`src/rtl/instr_enc.sv`:
```
// instr_enc: pipelined RV32I instruction encoder (immediate-decode inverse).
// Packs opcode/register/function fields and a 32-bit signed immediate into an
// instruction word. It flags immediates that do not fit the format, misaligned
// branch/jump offsets and unknown opcodes.
// Handshake: valid/ready on input and output, with one output register and a
// 1-entry skid buffer.
// Ports:
//   clk, rst            clock, synchronous active-high reset
//   in_valid/in_ready   input handshake (in_ready registered, = !skid_full)
//   in_opcode..in_imm   instruction fields and signed immediate
//   out_valid/out_ready output handshake
//   out_instr, out_err  encoded word and its error flag
//   enc_cnt, err_cnt    delivered words / delivered erroneous words (wrapping)
// Build option: define INSTR_ENC_ERR_DROP_EN to drop erroneous words at
// acceptance. In that mode err_cnt counts at acceptance and out_err is 0.
module instr_enc #(
  parameter int unsigned CNT_W = 16
) (
  input  logic             clk,
  input  logic             rst,
  input  logic             in_valid,
  output logic             in_ready,
  input  logic [6:0]       in_opcode,
  input  logic [4:0]       in_rd,
  input  logic [4:0]       in_rs1,
  input  logic [4:0]       in_rs2,
  input  logic [2:0]       in_funct3,
  input  logic [6:0]       in_funct7,
  input  logic [31:0]      in_imm,
  output logic             out_valid,
  input  logic             out_ready,
  output logic [31:0]      out_instr,
  output logic             out_err,
  output logic [CNT_W-1:0] enc_cnt,
  output logic [CNT_W-1:0] err_cnt
);

  localparam logic [6:0] OP_R       = 7'b0110011;
  localparam logic [6:0] OP_I_ARITH = 7'b0010011;
  localparam logic [6:0] OP_LOAD    = 7'b0000011;
  localparam logic [6:0] OP_JALR    = 7'b1100111;
  localparam logic [6:0] OP_S       = 7'b0100011;
  localparam logic [6:0] OP_B       = 7'b1100011;
  localparam logic [6:0] OP_LUI     = 7'b0110111;
  localparam logic [6:0] OP_AUIPC   = 7'b0010111;
  localparam logic [6:0] OP_JAL     = 7'b1101111;

  logic             r_out_valid;
  logic [31:0]      r_out_instr;
  logic             r_out_err;
  logic             r_skid_full;
  logic [31:0]      r_skid_instr;
  logic             r_skid_err;
  logic             r_in_ready;
  logic [CNT_W-1:0] r_enc_cnt;
  logic [CNT_W-1:0] r_err_cnt;

  logic [31:0] w_enc_instr;
  logic        w_enc_err;
  logic        w_word_err;
  logic        w_fits12;
  logic        w_fits13;
  logic        w_fits21;
  logic        w_in_xfer;
  logic        w_out_xfer;
  logic        w_out_free;
  logic        w_keep;

  // Sign-extension checks: the bits above the field must all equal its sign bit.
  assign w_fits12 = (&in_imm[31:11]) | ~(|in_imm[31:11]);
  assign w_fits13 = (&in_imm[31:12]) | ~(|in_imm[31:12]);
  assign w_fits21 = (&in_imm[31:20]) | ~(|in_imm[31:20]);

  // Field packing; out-of-range immediates are still packed from truncated bits.
  always_comb begin
    w_enc_instr = 32'h0;
    w_enc_err   = 1'b0;
    case (in_opcode)
      OP_R: begin
        w_enc_instr = {in_funct7, in_rs2, in_rs1, in_funct3, in_rd, in_opcode};
      end
      OP_I_ARITH, OP_LOAD, OP_JALR: begin
        w_enc_instr = {in_imm[11:0], in_rs1, in_funct3, in_rd, in_opcode};
        w_enc_err   = ~w_fits12;
      end
      OP_S: begin
        w_enc_instr = {in_imm[11:5], in_rs2, in_rs1, in_funct3, in_imm[4:0], in_opcode};
        w_enc_err   = ~w_fits12;
      end
      OP_B: begin
        w_enc_instr = {in_imm[12], in_imm[10:5], in_rs2, in_rs1, in_funct3,
                       in_imm[4:1], in_imm[11], in_opcode};
        w_enc_err   = ~w_fits13 | in_imm[0];
      end
      OP_LUI, OP_AUIPC: begin
        w_enc_instr = {in_imm[31:12], in_rd, in_opcode};
        w_enc_err   = |in_imm[11:0];
      end
      OP_JAL: begin
        w_enc_instr = {in_imm[20], in_imm[10:1], in_imm[11], in_imm[19:12], in_rd, in_opcode};
        w_enc_err   = ~w_fits21 | in_imm[0];
      end
      default: begin
        w_enc_instr = 32'h0;
        w_enc_err   = 1'b1;
      end
    endcase
  end

  assign w_in_xfer  = in_valid & r_in_ready;
  assign w_out_xfer = r_out_valid & out_ready;
  assign w_out_free = ~r_out_valid | out_ready;

`ifdef INSTR_ENC_ERR_DROP_EN
  // Erroneous words never enter the pipeline, so stored error flags stay 0.
  assign w_keep     = w_in_xfer & ~w_enc_err;
  assign w_word_err = 1'b0;
`else
  assign w_keep     = w_in_xfer;
  assign w_word_err = w_enc_err;
`endif

  // Output register + skid buffer. The skid only fills while the output is
  // stalled, and in_ready drops in the same edge so the skid never overflows.
  always_ff @(posedge clk) begin
    if (rst) begin
      r_out_valid  <= 1'b0;
      r_out_instr  <= 32'h0;
      r_out_err    <= 1'b0;
      r_skid_full  <= 1'b0;
      r_skid_instr <= 32'h0;
      r_skid_err   <= 1'b0;
      r_in_ready   <= 1'b1;
    end else if (w_out_free) begin
      if (r_skid_full) begin
        // in_ready is low while the skid is full, so no new word competes here.
        r_out_valid <= 1'b1;
        r_out_instr <= r_skid_instr;
        r_out_err   <= r_skid_err;
        r_skid_full <= 1'b0;
        r_in_ready  <= 1'b1;
      end else if (w_keep) begin
        r_out_valid <= 1'b1;
        r_out_instr <= w_enc_instr;
        r_out_err   <= w_word_err;
      end else begin
        r_out_valid <= 1'b0;
      end
    end else if (w_keep) begin
      r_skid_full  <= 1'b1;
      r_skid_instr <= w_enc_instr;
      r_skid_err   <= w_word_err;
      r_in_ready   <= 1'b0;
    end
  end

  // Delivery / error counters, wrapping modulo 2^CNT_W.
  always_ff @(posedge clk) begin
    if (rst) begin
      r_enc_cnt <= '0;
      r_err_cnt <= '0;
    end else begin
      if (w_out_xfer) begin
        r_enc_cnt <= r_enc_cnt + CNT_W'(1);
      end
`ifdef INSTR_ENC_ERR_DROP_EN
      if (w_in_xfer & w_enc_err) begin
        r_err_cnt <= r_err_cnt + CNT_W'(1);
      end
`else
      if (w_out_xfer & r_out_err) begin
        r_err_cnt <= r_err_cnt + CNT_W'(1);
      end
`endif
    end
  end

  assign in_ready  = r_in_ready;
  assign out_valid = r_out_valid;
  assign out_instr = r_out_instr;
  assign out_err   = r_out_err;
  assign enc_cnt   = r_enc_cnt;
  assign err_cnt   = r_err_cnt;

endmodule

```
`config.mk`:
```
export PLATFORM = sky130hd
export DESIGN_NAME = instr_enc
export DESIGN_NICKNAME = d
export VERILOG_FILES = /design/src/rtl/instr_enc.sv
export SDC_FILE = /design/constraint.sdc
export NUM_CORES = 1
export LEC_CHECK = 0
export CORE_MARGIN = 2
export CORE_UTILIZATION = 45
export CTS_CLUSTER_SIZE = 10
export DETAILED_ROUTE_END_ITERATION = 16
export HOLD_SLACK_MARGIN = 0.02
export PLACE_DENSITY = 0.75
export REMOVE_ABC_BUFFERS = 1
export SLEW_MARGIN = 20
export SYNTH_ARGS = -nofsm -noshare
export SYNTH_HDL_FRONTEND = slang
export SYNTH_SLANG_ARGS = --single-unit
```
`constraint.sdc`:
```
create_clock -name clk -period 4.3 [get_ports clk]
set_input_delay 0.43 -clock clk [delete_from_list [all_inputs] [get_ports clk]]
set_output_delay 0.43 -clock clk [all_outputs]
set_load 0.01 [all_outputs]
```
==> impl_results.md <==
* RSZ-0062 raised after global routing: false
* Final core occ at 0.598
* Largest family of logic cells by synthesized area: simple AND/OR/NAND/NOR gates
* Synth Instances at 619
* Final TNS setup at 0 ns
* Syn Area/Cell at 8.30 um2
* Top-count cell post-synth: dfxtp_1
* Max-Cap Viols at 0
* CTS max path bufs at 2
* Mux cell area share after synthesis at 0.00804
* FF+latch area at 2020 um2
* Initial DRC Count at 360
* Max incr delay on CP at 0.96 ns
* Vias in the first global route at 4837
* Area Overhead vs Synth at 31.4%
* Leakage at 0.00227 uW
* Vias post-DR at 5112
* F_max at 393 MHz
* Hold_sp: r_skid_instr[7]$_SDFFE_PP0P_
* Ant. Diodes at 0
* DR WL/cell at 16.9 um
* Initial core utilization at 0.456
* Synth Area in Simple Gates at 0.287
* Post-Synth XOR/XNOR Area at 0.0478
* 1st-pass router iterations at 5
* Post-CTS setup repair buffer count at 0
* Non-Filler Instances at 869
* Critical path fanouts, max at 22
* Setup crit start: in_opcode[2]
* Clk_lat worst skew at 0.35 ns
* Compound-gate portion of the synthesized area at 0.205
* EDFF count, synth at 0
* RD Place Congestion at 0.936
* Final setup vio count at 0
* Required @ worst endpoint at 4.53 ns
* Async SR Flop Fraction at 0
* Final ANT Viol Nets at 0
* Die span in y at 111 um
* Row cnt at 39
* Netlist cell types at 63
* Fraction of layout cells with a size suffix above 1 at 0.0551
* GR Util All Layers at 0.234
* Biggest area consumer among synthesized cells: dfxtp_1
* Period utilization at 0.591
* Worst VDD drop at 0.000182 V
* Buf/Inv on CP at 1
* Post-synthesis register bit count at 101
* Initial antenna violation count at 0
* First-pass GRT wire length at 23800 um
* Die area at 12300 um2
* Fill cells at 1007
* Hold Crit Depth at 2
* Residual DRC at 0
* Clk_skew at 0.0109 ns
* Total Wirelength at 14700 um
* Synth top area share at 0.394
* Family with the most delay on the worst path: buffers and inverters
* Total core area at 11300 um2
* Cell Chain, Critical Path: clkdlybuf4s50_1, and4b_1, a21o_1, and2_1, a221oi_1, o41ai_1
* Crit. path cell count at 6
* Pins Over Slew Limit at 0
* Ys Warns at 0
* CTS tree: done
* Fin. Hold Viols at 0
* Post-CTS sizing at 0
* Setup CP Type: primary input to register
* Largest net degree at the start of global routing at 112
* I/O pin count at 135
* Placed insts at 853
* Clk sinks at 101
* Worst Path Arrival at 2.77 ns
* P per Cell Area at 298 nW/um2
* Worst Hold Class: register to register
* Post-Synth Adder-Cell Area at 0.00487
* Tmin final at 2.54 ns
* Reg2reg start: r_skid_full$_SDFFE_PP0P_
* Most instantiated cells after synthesis: dfxtp_1, nor2_1, nand2_1, nor3_1
* HPWL Detailed at 10300 um
* Hold_ws at 0.454 ns
* Startpoint Class: primary input
* CTS clk-pin slew, worst paths at 0.06 ns
* Clock tree root buffer cell: clkbuf_16
* Outcome: completed
* Share of the yosys chip area belonging to registers at 0.394
* Slew headroom at 0.448
* Mapped Area at 5130 um2
* Hold buffers post-CTS at 0
* Worst-Margin Slew at 0.829 ns
* Number of buffers created by CTS at 9
* Routed vias/inst at 5.88
* CP max-delay cell: clkdlybuf4s50_1
* Die width at 111 um
* Nets at 791
* H-tree levels at 3
* GR Overflow Total at 0
* Worst reg-to-reg path cell count at 5
* I/O Buffers at 134
* Dominant synthesized flop cell: dfxtp_1
* Multi-input logic area at 2840 um2
* Crit. End Element: register
* Top cells by area, synth: dfxtp_1, nor2_1, nand2_1
cell type report:
cell class / count / share of cell area
Tap cell: 143 / 0.0265
Inverter: 11 / 0.00612
Clock buffer: 9 / 0.0334
Sequential cell: 101 / 0.300
Timing Repair Buffer: 139 / 0.205
Multi-Input combinational cell: 459 / 0.421
Clock inverter: 7 / 0.00835
sequential cells by signal, summed over array words and instances (netlist names):
signal / count
out_instr: 32
r_skid_instr: 32
enc_cnt: 16
err_cnt: 16
in_ready: 1
out_err: 1
out_valid: 1
r_skid_err: 1
r_skid_full: 1
final timing paths:
| kind | endpoint | slack (ns) |
|---|---|---|
| max | out_instr[10]$_SDFFE_PP0P_ | 1.76 |
| min | r_skid_instr[7]$_SDFFE_PP0P_ | 0.45 |
| max reg2reg | out_instr[10]$_SDFFE_PP0P_ | 1.95 |
| min reg2reg | r_skid_instr[7]$_SDFFE_PP0P_ | 0.45 |
layer usage:
metal | vias to the layer above | routed length (um) | global-route usage
met4 | 0 | 302 | 0.0900
met5 | - | 0 | 0
met3 | 23 | 1010 | 0.0481
li1 | 2468 | - | -
met2 | 225 | 6870 | 0.381
met1 | 2396 | 6490 | 0.306
cells by family after synthesis:
logic type / Yosys count
compound gates: 134
xor+xnor: 28
fa+ha+maj: 2
buf+inv: 59
flops: 101
mux: 4
simple gates: 291
stage by stage:
| stage | worst slack [ns] | instance area, um2 | power, uW |
|---|---|---|---|
| after global placement | 1.58 | 6460 | 1250 |
| after detailed placement | 1.46 | 6460 | 1260 |
| after floorplan | 1.52 | 4900 | 1100 |
| after global routing | 1.56 | 6750 | 2100 |
| after CTS | 1.79 | 6740 | 2030 |
| final | 1.76 | 6750 | 2010 |
where the power goes:
group	switching, uW	internal (uW)
combinational	146	124
sequential	14.8	957
clock	367	401
worst reg2reg max path, stage by stage (launching register included):
cell and delay, ns:
dfxtp_2 0.32, buf_4 0.50, a21oi_1 0.19, or2_1 0.47
buf_4 0.34, o41ai_1 0.41
cell usage in the layout, fill, tap and decap left out, types with 7 or more instances in the layout:
cell type | synthesis | final
nand2b_1 | 10 | 10
xor2_1 | 17 | 17
clkdlybuf4s50_1 | 0 | 133
nand2_1 | 48 | 48
nor2_1 | 88 | 88
xnor2_1 | 11 | 11
nand3_1 | 31 | 31
o21ai_0 | 7 | 7
dfxtp_1 | 101 | 100
inv_1 | 11 | 11
a21oi_1 | 31 | 31
a221o_1 | 9 | 9
a221oi_1 | 16 | 16
and3_1 | 7 | 7
nor4_1 | 7 | 7
nand4_1 | 15 | 15
nor2b_1 | 12 | 12
a211oi_1 | 18 | 18
a31oi_1 | 8 | 8
clkbuf_16 | 0 | 9
nor3_1 | 33 | 33
nand3b_1 | 11 | 11
(Power assumes the default switching activity.)
